[config.mk]
export PLATFORM = sky130hd
export DESIGN_NAME = mdu_iter
export DESIGN_NICKNAME = d
export VERILOG_FILES = /design/src/rtl/mdu_pkg.sv /design/src/rtl/mdu_signfix.sv /design/src/rtl/mdu_iter.sv
export SDC_FILE = /design/constraint.sdc
export NUM_CORES = 1
export LEC_CHECK = 0
export BUFFER_PORTS_ARGS = -buffer_cell sky130_fd_sc_hd__buf_4
export CORE_MARGIN = 2
export CORE_UTILIZATION = 51
export CTS_BUF_LIST = sky130_fd_sc_hd__clkbuf_4
export DETAILED_ROUTE_END_ITERATION = 16
export PLACE_DENSITY_LB_ADDON = 0.12
export REMOVE_ABC_BUFFERS = 1
export SLEW_MARGIN = 5
export SYNTH_ARGS = -nofsm -noshare
export SYNTH_HDL_FRONTEND = slang
export SYNTH_HIERARCHICAL = 1
export SYNTH_SLANG_ARGS = --single-unit
[constraint.sdc]
create_clock -name clk -period 9.9 [get_ports clk]
set_input_delay 1.98 -clock clk [delete_from_list [all_inputs] [get_ports clk]]
set_output_delay 1.98 -clock clk [all_outputs]
set_load 0.05 [all_outputs]
[src/rtl/mdu_pkg.sv]
// Shared definitions for the iterative multiply/divide unit.
//   funct3 encodings, FSM state type, and small funct3 decode helpers.
package mdu_pkg;

    localparam logic [2:0] MUL_F3    = 3'b000;
    localparam logic [2:0] MULH_F3   = 3'b001;
    localparam logic [2:0] MULHSU_F3 = 3'b010;
    localparam logic [2:0] MULHU_F3  = 3'b011;
    localparam logic [2:0] DIV_F3    = 3'b100;
    localparam logic [2:0] DIVU_F3   = 3'b101;
    localparam logic [2:0] REM_F3    = 3'b110;
    localparam logic [2:0] REMU_F3   = 3'b111;

    typedef enum logic [1:0] {
        IDLE = 2'd0,
        RUN  = 2'd1,
        FIN  = 2'd2
    } state_t;

    // Divide family occupies the upper half of the funct3 space.
    function automatic logic is_div(input logic [2:0] f3);
        return f3[2];
    endfunction

    function automatic logic a_signed(input logic [2:0] f3);
        return (f3 == MULH_F3) || (f3 == MULHSU_F3) || (f3 == DIV_F3) || (f3 == REM_F3);
    endfunction

    function automatic logic b_signed(input logic [2:0] f3);
        return (f3 == MULH_F3) || (f3 == DIV_F3) || (f3 == REM_F3);
    endfunction

    // Remainder ops return the high (remainder) half of the divide accumulator.
    function automatic logic is_rem(input logic [2:0] f3);
        logic r;
        case (f3)
            REM_F3, REMU_F3: r = 1'b1;
            DIV_F3, DIVU_F3: r = 1'b0;
            default:         r = 1'b0;
        endcase
        return r;
    endfunction

    // MULH variants return the upper XLEN bits of the 2*XLEN product.
    function automatic logic high_half(input logic [2:0] f3);
        logic h;
        case (f3)
            MULH_F3, MULHSU_F3, MULHU_F3: h = 1'b1;
            MUL_F3:                       h = 1'b0;
            default:                      h = 1'b0;
        endcase
        return h;
    endfunction

endpackage

[src/rtl/mdu_signfix.sv]
// Conditional two's-complement negate.
//   neg     : 1 = negate value, 0 = pass through
//   value   : XLEN-bit input
//   fixed_c : XLEN-bit combinational result
module mdu_signfix #(
    parameter int unsigned XLEN = 32
) (
    input  logic            neg,
    input  logic [XLEN-1:0] value,
    output logic [XLEN-1:0] fixed_c
);

    assign fixed_c = neg ? (~value) + XLEN'(1) : value;

endmodule

[src/rtl/mdu_iter.sv]
// Iterative RV32M/RV64M multiply/divide unit.
//   clk, reset     : clock, synchronous active-high reset
//   Start, Flush   : request (taken when Ready) / abort in-flight work
//   Funct3         : M-extension op select
//   SrcA, SrcB     : rs1 / rs2 operands
//   Ready, Busy    : idle / iterating
//   Done           : one-cycle pulse, Result valid
//   Result         : registered result, held until the next completion
module mdu_iter
    import mdu_pkg::*;
#(
    parameter int unsigned XLEN = 32
) (
    input  logic            clk,
    input  logic            reset,
    input  logic            Start,
    input  logic            Flush,
    input  logic [2:0]      Funct3,
    input  logic [XLEN-1:0] SrcA,
    input  logic [XLEN-1:0] SrcB,
    output logic            Ready,
    output logic            Busy,
    output logic            Done,
    output logic [XLEN-1:0] Result
);

    localparam int unsigned CW = $clog2(XLEN);
    localparam int unsigned PW = 2 * XLEN;
    localparam logic [XLEN-1:0] MOST_NEG = {1'b1, {(XLEN-1){1'b0}}};

    state_t state, state_n;

    logic            pend;         // operands latched, FSM leaves IDLE next edge
    logic [2:0]      op;
    logic [XLEN-1:0] opnd;         // multiplicand (mul) or divisor (div) magnitude
    logic            neg_res;
    logic            special;
    logic [XLEN-1:0] special_val;
    logic [CW-1:0]   cnt;
    logic [PW-1:0]   acc;          // mul: {partial, multiplier}; div: {remainder, dividend/quotient}

    logic            accept_c;
    logic            sa_c, sb_c;
    logic [XLEN-1:0] mag_a_c, mag_b_c;
    logic            div_zero_c, ovf_c, special_c;
    logic [XLEN-1:0] special_val_c;
    logic [XLEN-1:0] hi_c, lo_c;
    logic [XLEN:0]   sum_c, rem_sh_c;
    logic [XLEN-1:0] trial_c;
    logic [PW-1:0]   acc_step_c, fix_in_c, fixed_c;
    logic [XLEN-1:0] res_c;

    assign accept_c = Start & Ready & ~Flush;

    // Operand magnitudes on the way in.
    assign sa_c = a_signed(Funct3) & SrcA[XLEN-1];
    assign sb_c = b_signed(Funct3) & SrcB[XLEN-1];

    mdu_signfix #(.XLEN(XLEN)) u_mag_a (.neg(sa_c), .value(SrcA), .fixed_c(mag_a_c));
    mdu_signfix #(.XLEN(XLEN)) u_mag_b (.neg(sb_c), .value(SrcB), .fixed_c(mag_b_c));

    // Divide-by-zero and signed overflow bypass the iteration entirely.
    always_comb begin
        div_zero_c    = is_div(Funct3) && (SrcB == '0);
        ovf_c         = is_div(Funct3) && a_signed(Funct3) && (SrcA == MOST_NEG) && (SrcB == '1);
        special_c     = div_zero_c | ovf_c;
        special_val_c = SrcA;
        if (div_zero_c) begin
            special_val_c = is_rem(Funct3) ? SrcA : '1;
        end else if (ovf_c) begin
            special_val_c = is_rem(Funct3) ? '0 : SrcA;
        end
    end

    // One radix-2 step: shift-add for multiply, restoring subtract for divide.
    always_comb begin
        hi_c     = acc[PW-1:XLEN];
        lo_c     = acc[XLEN-1:0];
        sum_c    = {1'b0, hi_c} + {1'b0, opnd};
        rem_sh_c = {hi_c, lo_c[XLEN-1]};
        trial_c  = XLEN'(rem_sh_c - {1'b0, opnd});
        if (is_div(op)) begin
            // Remainder stays below the divisor, so XLEN bits hold it after either branch.
            if (rem_sh_c >= {1'b0, opnd}) begin
                acc_step_c = {trial_c, lo_c[XLEN-2:0], 1'b1};
            end else begin
                acc_step_c = {hi_c[XLEN-2:0], lo_c[XLEN-1], lo_c[XLEN-2:0], 1'b0};
            end
        end else begin
            acc_step_c = {(lo_c[0] ? sum_c : {1'b0, hi_c}), lo_c[XLEN-1:1]};
        end
    end

    // Sign fixup of the final accumulator; it is registered into Result on entry to FIN.
    always_comb begin
        fix_in_c = acc_step_c;
        if (is_div(op)) begin
            fix_in_c = {XLEN'(0), (is_rem(op) ? acc_step_c[PW-1:XLEN] : acc_step_c[XLEN-1:0])};
        end
    end

    mdu_signfix #(.XLEN(PW)) u_fix (.neg(neg_res), .value(fix_in_c), .fixed_c(fixed_c));

    assign res_c = high_half(op) ? fixed_c[PW-1:XLEN] : fixed_c[XLEN-1:0];

    // Next-state logic; Flush overrides everything.
    always_comb begin
        state_n = state;
        case (state)
            IDLE: if (pend) state_n = special ? FIN : RUN;
            RUN:  if (cnt == CW'(XLEN - 1)) state_n = FIN;
            FIN:  state_n = IDLE;
            default: state_n = IDLE;
        endcase
        if (Flush) state_n = IDLE;
    end

    // State, handshake outputs and datapath registers.
    always_ff @(posedge clk) begin
        if (reset) begin
            state       <= IDLE;
            pend        <= 1'b0;
            Ready       <= 1'b1;
            Busy        <= 1'b0;
            Done        <= 1'b0;
            Result      <= '0;
            op          <= '0;
            opnd        <= '0;
            neg_res     <= 1'b0;
            special     <= 1'b0;
            special_val <= '0;
            cnt         <= '0;
            acc         <= '0;
        end else begin
            state <= state_n;
            pend  <= accept_c;
            Ready <= (state_n == IDLE) && !accept_c;
            Busy  <= (state_n == RUN);
            Done  <= (state_n == FIN);

            if (accept_c) begin
                op          <= Funct3;
                opnd        <= is_div(Funct3) ? mag_b_c : mag_a_c;
                acc         <= {XLEN'(0), (is_div(Funct3) ? mag_a_c : mag_b_c)};
                neg_res     <= is_rem(Funct3) ? sa_c : (sa_c ^ sb_c);
                special     <= special_c;
                special_val <= special_val_c;
            end else if (state == RUN) begin
                acc <= acc_step_c;
            end

            cnt <= (state == RUN) ? cnt + CW'(1) : '0;

            if (state_n == FIN) begin
                Result <= (state == RUN) ? res_c : special_val;
            end
        end
    end

endmodule

Yosys cells after proc, flatten, opt, wreduce, memory -nomap -nowiden
Index checks and enable logic that the tools add are counted.
- flip-flop bits (word level): 176
- output and inout port bits: 35
- logic and storage cells: 101
- add/subtract/negate cells: 6
- magnitude comparators: 1
- eq/ne operators: 16
- multiplexer cells: 33
- bitwise logic cells: 11
- reduce and logical (&&, ||, !) cells: 20
- operator list (kind ; number):
    2-to-1 mux 32 bit ; 13
    2-to-1 mux 64 bit ; 4
    adder 32 x 1 -> 32 bit, second input constant ; 2
    adder 64 x 1 -> 64 bit, second input constant ; 1
    == test 32 bit, second input constant ; 2
    inverter 32 bit ; 2
    inverter 64 bit ; 1
    adder 32 x 32 -> 33 bit ; 1
    greater-or-equal comparator 33 x 32 -> 1 bit ; 1
    2-to-1 mux 33 bit ; 1
    zero test 32 bit ; 1
    subtractor 32 bit ; 1
    == test 3 bit, second input constant ; 5
    2-to-1 mux 1 bit ; 10
    == test 3 x 2 -> 1 bit, second input constant ; 3
    2-to-1 mux 2 bit ; 4
    OR reduction 2 bit ; 4
    == test 3 x 1 -> 1 bit, second input constant ; 2
    adder 5 x 1 -> 5 bit, second input constant ; 1
    == test 5 bit, second input constant ; 1
    logical AND 1 bit ; 5
    logical OR 1 bit ; 5
    AND 1 bit ; 4
    == test 2 x 1 -> 1 bit, second input constant ; 2
    other kinds (9) ; 11

Logic depth before layout (Yosys ltp)
- depth in word-level cells: 12
- gate-level depth with buffers: 25
- mapped depth without buffers: 22

By module
The synthesis kept the hierarchy.
- modules (own cells, without submodules) (module ; times used ; cells an instance ; area an instance (um^2)):
    mdu_iter ; 1 ; 1808 ; 13646.8
    mdu_signfix at u_fix ; 1 ; 206 ; 1649.1
    mdu_signfix at u_mag_a ... ; 2 ; 99 ; 777.0

Least setup slack after synthesis
OpenSTA, ideal clock, no wires.
- path type: reg-to-reg
- start: register opnd[18]
- end: register Result[23]
- arrival time: 4772 ps
- required time: 9835 ps
- path slack: 5062 ps
- stages on the path, launching flop included: 25
- buffers on the path: 4
- cell sequence: dfxtp_1 > inv_1 > ha_1 > clkbuf_1 > a21oi_1 > o21ba_2 > a211oi_1 > nor2_1 > a211oi_1 > or2_1 > buf_2 > buf_2 > mux2i_1 > a21oi_1 > a21o_1 > or4_4 > nor4_4 > nand4_4 > buf_6 > o31ai_1 > xnor2_1 > mux2i_1 > a211oi_1 > a21oi_1 > nor2_1
- cells in the longest elaborated chain, start to end: 10
- elaborated cells on any way between the ends: 13
- RTL lines (item ; RTL line ; text):
    from (decl) ; mdu_iter.sv:35 ; logic [XLEN-1:0] opnd;
    from (signal assigned) ; mdu_iter.sv:143 ; opnd <= is_div(Funct3) ? mag_b_c : mag_a_c;
    adder 32 x 32 -> 33 bit, or another cell as far along ; mdu_iter.sv:79 ; sum_c = {1'b0, hi_c} + {1'b0, opnd};
    2-to-1 mux 33 bit / 2-to-1 mux 64 bit (equally long branches) ; mdu_iter.sv:90, mdu_iter.sv:84 ;
    2-to-1 mux 64 bit (*) ; mdu_iter.sv:82 ; if (is_div(op)) begin
    2-to-1 mux 32 bit (*) ; mdu_iter.sv:98 ; fix_in_c = {XLEN'(0), (is_rem(op) ? acc_step_c[PW-1:XLEN] : acc_step_c[XLEN-1:0])};
    2-to-1 mux 64 bit (*) ; mdu_iter.sv:97 ; if (is_div(op)) begin
    via fix_in_c[18] ; mdu_iter.sv:50 ; logic [PW-1:0] acc_step_c, fix_in_c, fixed_c;
    inverter 64 bit (*) ; mdu_signfix.sv:13 ; assign fixed_c = neg ? (~value) + XLEN'(1) : value;
    adder 64 x 1 -> 64 bit (*) ; mdu_signfix.sv:13 ;
    2-to-1 mux 64 bit (*) ; mdu_signfix.sv:13 ;
    via fixed_c[55] ; mdu_iter.sv:50 ;
    2-to-1 mux 32 bit (*) ; mdu_iter.sv:104 ; assign res_c = high_half(op) ? fixed_c[PW-1:XLEN] : fixed_c[XLEN-1:0];
    2-to-1 mux 32 bit (*) ; mdu_iter.sv:155 ; Result <= (state == RUN) ? res_c : special_val;
    to (signal assigned) ; mdu_iter.sv:155 ;
    to (decl) ; mdu_iter.sv:24 ; output logic [XLEN-1:0] Result
The timed path passes the listed nets; every way through them passes the cells marked *.
A chain may end at the register's enable or synchronous reset.

Final worst setup path
- start: register opnd[1]
- end: register Result[3]
Same word-level chain as after synthesis.

==> flow_summary.yaml <==
status:
  run_status: "complete, no violations"
drt:
  drt_first_iter_violations: 1923
  post-route-drc-count: 0
  wire_per_inst_um: 23.42
  detail-route-antenna-nets: 0
  drt_first_pass_iters: 5
  met2_length_um: 26210
  wl_met1_um: 28600
  detail_route.vias_per_cell: 6.512
  dr_total_vias: 17310
  topRoutingLayerUsed: "met5"
  totalWireLength_um: 62260
  wl_met3_um: 5532
power:
  power_per_cell_area_nw_per_um2: 111.2
  finalPower_mw: 2.016
  power.ir.vdd_worst_mv: 0.07054
  power_leakage_nw: 7.163
grt:
  grt_max_degree: 83
  remaining_overflow_grt: 0
  global_route.usage.total_pct: 35.90
  number_of_antenna_violations_at_the_first_check_in_global_routing: 2
  vias_in_the_first_global_route: 15740
  grt_pass1_wl_um: 94280
cts:
  sinks_on_the_clock_net: 176
  cts_setup_buffers: 0
  clock_tree.buffer_depth: 2
  post_cts.resized_instances: 0
  holdBufCountCts: 0
  tritoncts: "done"
  worst_skew_pair.late_latency_ps: 670
  cts_inserted_buffers: 17
  clk_root_buffer_cell: "sky130_fd_sc_hd__clkbuf_4"
  cts.htree.levels: 4
  clk_pin_slew_worst_paths_ps: 180
synthesis:
  postSynth.asyncResetShare_pct: 0
  syn-cell-area_um2: 16850
  synth.lib_cells_used.distinct: 92
  post_synth.cell_area_avg_um2: 7.618
  synthesis.instances: 2212
  synth.yosys.warnings: 6
  synth.ff_latch_count: 176
  synth-edff-count: 0
  yosys_most_used_dff: "sky130_fd_sc_hd__dfxtp_1"
  synth_sequential_area_ratio_pct: 20.91
cells_and_area:
  nFillCells: 3234
  num-nets-final: 2344
  drive_above_1_share_pct: 11.87
  sequential_cell_area_um2: 3530
  post_layout_nonfiller_instances: 2658
  syn_to_final_growth_pct: 7.567
  stdcell_area_um2: 18120
  multiInputGateArea_um2: 12520
  final_util_pct: 55.71
placed_design:
  dp_hpwl_um: 47220
  cell_area_after_placement_um2: 17800
  io_buffers: 105
  dp_cells: 2625
  globalplace.congestion: 0.9681
timing:
  max_freq_ghz: 0.1470
  hold_viol_final: 0
  min_period_over_period_pct: 68.70
  rsz0062_at_grt: "no"
  worst_clock_skew_ps: 24.68
  fin_tns_setup_ps: 0
  slew_headroom_pct: 20.73
  finalMaxSlewViolations: 0
  finalSetupViolCount: 0
  fin_crit_ps: 6801
  worst_margin_slew_ps: 1189
setup_path:
  worst_ep_required_time_ps: 10510
  crit_slowest_cell: "sky130_fd_sc_hd__or2_1"
  timing.setup.critical_path_class: "flop to flop"
  timing.critical_path.from: "opnd[1]"
  cells_along_the_critical_path: "inv_1 -> ha_1 -> nor2b_1 -> o2111ai_1 -> a21oi_1 -> o21ai_0 -> a211oi_1 -> buf_4 -> or2_1 -> buf_4 -> mux2i_1 -> a21oi_1 -> a21o_1 -> or4_4 -> nor3_2 -> nand3_2 -> o41ai_1 -> xnor2_1 -> mux2i_1 -> a211oi_1 -> a21oi_1 -> nor2_1"
  regToRegStartpoint: "opnd[1]"
  worst_path_largest_cell_delay_ps: 590
  kind_of_start_point_of_the_critical_path: "flop"
  timing.critical_path.mode_cell: "sky130_fd_sc_hd__a21oi_1"
  ff2ff_setup_slack_ps: 3100
  cp_data_arrival_time_ps: 7410
  critPathTopFamily: "compound AO/OA/AOI/OAI gates"
  timing.critical_path.buf_inv: 3
  largest_fanout_on_the_critical_path: 18
  timing.critical_path.to_type: "flop"
min_path:
  worst_hold_path_class: "flop to flop"
  hold_path.startpoint: "special_val[28]"
floorplanning:
  dieArea_um2: 34510
  io_pins: 106
  initial_core_util_pct: 51.79
  fp.coreArea_um2: 32540
  die_y_um: 185.8
  rows: 66
  die_width_um: 185.8
flow_run:
  timing.max_cap.violations: 0
## final timing paths
path | endpoint | cells after the start
min reg2reg | special_val[28] | 2
max reg2reg | Result[3] | 22
min | special_val[28] | 2
max | Result[3] | 22
## sequential cells by signal (all words and copies together) (netlist names), 2 cells and up
signal and count:
acc 64, Result 32, opnd 32, special_val 32
cnt 5, op 3, state 2
## cells in the final DEF, fill, tap and decap left out, types with 15 or more instances in the layout
master,count
sky130_fd_sc_hd__a211oi_1,152
sky130_fd_sc_hd__a21o_1,51
sky130_fd_sc_hd__a21oi_1,162
sky130_fd_sc_hd__a31oi_1,17
sky130_fd_sc_hd__and2_1,16
sky130_fd_sc_hd__buf_4,129
sky130_fd_sc_hd__clkbuf_4,17
sky130_fd_sc_hd__dfxtp_1,173
sky130_fd_sc_hd__ha_1,69
sky130_fd_sc_hd__inv_1,59
sky130_fd_sc_hd__mux2i_1,145
sky130_fd_sc_hd__nand2_1,172
sky130_fd_sc_hd__nand2b_1,15
sky130_fd_sc_hd__nand3_1,45
sky130_fd_sc_hd__nand4_1,32
sky130_fd_sc_hd__nor2_1,233
sky130_fd_sc_hd__nor2b_1,36
sky130_fd_sc_hd__nor3_1,34
sky130_fd_sc_hd__nor4_1,25
sky130_fd_sc_hd__o21ai_0,139
sky130_fd_sc_hd__o31ai_1,43
sky130_fd_sc_hd__o41ai_1,19
sky130_fd_sc_hd__or3_1,17
sky130_fd_sc_hd__xnor2_1,151
sky130_fd_sc_hd__xor2_1,15
## cell families (layout without fill, tap and decap cells)
group	count (synthesis)	in the layout	share of synthesized area, %
flops	176	176	20.91
simple gates	727	727	22.39
compound gates	701	701	28.48
buf+inv	218	221	5.064
other cells	0	1	0
xor+xnor	166	166	8.629
mux	153	153	9.171
fa+ha+maj	71	71	5.361
## tightest hold or removal path: stages, from the launching register on
cell and delay, ps:
sky130_fd_sc_hd__dfxtp_1 350, sky130_fd_sc_hd__nand2_1 50, sky130_fd_sc_hd__nand2_1 40
## layer usage
| metal | track usage, % | vias up |
|---|---|---|
| met5 | 0 | - |
| met4 | 11.28 | 2 |
| met3 | 5.654 | 107 |
| met2 | 53.46 | 808 |
| met1 | 52.56 | 8258 |
| li1 | - | 8133 |
## layout make-up
cell class | count | area share, %
multi-input combinational | 1818 | 69.08
timing repair buffer | 129 | 5.343
clock inverter | 15 | 1.091
tap | 442 | 3.051
sequential | 176 | 19.47
inverter | 60 | 1.243
clock buffer | 17 | 0.7041
antenna | 1 | 0.01381
## power breakdown
group          switching, mW  internal [mW]  leakage (nW)
clock network          0.323          0.163         0.170
registers             0.0343          0.738          1.44
logic                  0.486          0.271          5.56
total                  0.843           1.17          7.16
## cells in the mapped netlist, types with 6 or more instances
master,n,share of area [%]
sky130_fd_sc_hd__nor2_1,235,5.2
sky130_fd_sc_hd__dfxtp_1,176,21
sky130_fd_sc_hd__nand2_1,173,3.9
sky130_fd_sc_hd__a21oi_1,162,4.8
sky130_fd_sc_hd__a211oi_1,152,6.8
sky130_fd_sc_hd__xnor2_1,151,7.8
sky130_fd_sc_hd__mux2i_1,145,8.6
sky130_fd_sc_hd__o21ai_0,139,4.1
sky130_fd_sc_hd__clkbuf_1,116,2.6
sky130_fd_sc_hd__ha_1,69,5.1
sky130_fd_sc_hd__inv_1,59,1.3
sky130_fd_sc_hd__a21o_1,51,2.3
sky130_fd_sc_hd__nand3_1,45,1.3
sky130_fd_sc_hd__o31ai_1,43,1.9
sky130_fd_sc_hd__nor2b_1,38,1.4
sky130_fd_sc_hd__nor3_1,34,1.0
sky130_fd_sc_hd__nand4_1,32,1.2
sky130_fd_sc_hd__buf_1,27,0.60
sky130_fd_sc_hd__nor4_1,25,0.93
sky130_fd_sc_hd__o41ai_1,19,0.99
sky130_fd_sc_hd__a31oi_1,17,0.63
sky130_fd_sc_hd__or3_1,17,0.63
sky130_fd_sc_hd__and2_1,16,0.59
sky130_fd_sc_hd__nand2b_1,16,0.59
sky130_fd_sc_hd__xor2_1,15,0.78
sky130_fd_sc_hd__o21a_1,13,0.58
sky130_fd_sc_hd__o41ai_2,13,1.3
sky130_fd_sc_hd__o211ai_1,12,0.53
sky130_fd_sc_hd__or2_2,12,0.45
sky130_fd_sc_hd__or4_1,12,0.53
sky130_fd_sc_hd__buf_2,10,0.30
sky130_fd_sc_hd__nor4_4,9,1.1
sky130_fd_sc_hd__o21ba_2,9,0.53
sky130_fd_sc_hd__and3_1,8,0.30
sky130_fd_sc_hd__nor3b_1,8,0.36
sky130_fd_sc_hd__mux2_2,7,0.47
sky130_fd_sc_hd__or4_4,7,0.47
sky130_fd_sc_hd__nand3b_1,6,0.27
sky130_fd_sc_hd__o31ai_2,6,0.45
## metrics by stage
step / hold slack, ps / setup slack [ps]
global route: 473.0 / 2734
finish: 450.2 / 3099
floorplan: 416.3 / -635.8
CTS: 451.6 / 3202
detailed placement: 429.5 / 3265
global placement: 423.9 / 3360
Note: power is estimated with default switching activity, not from simulation.
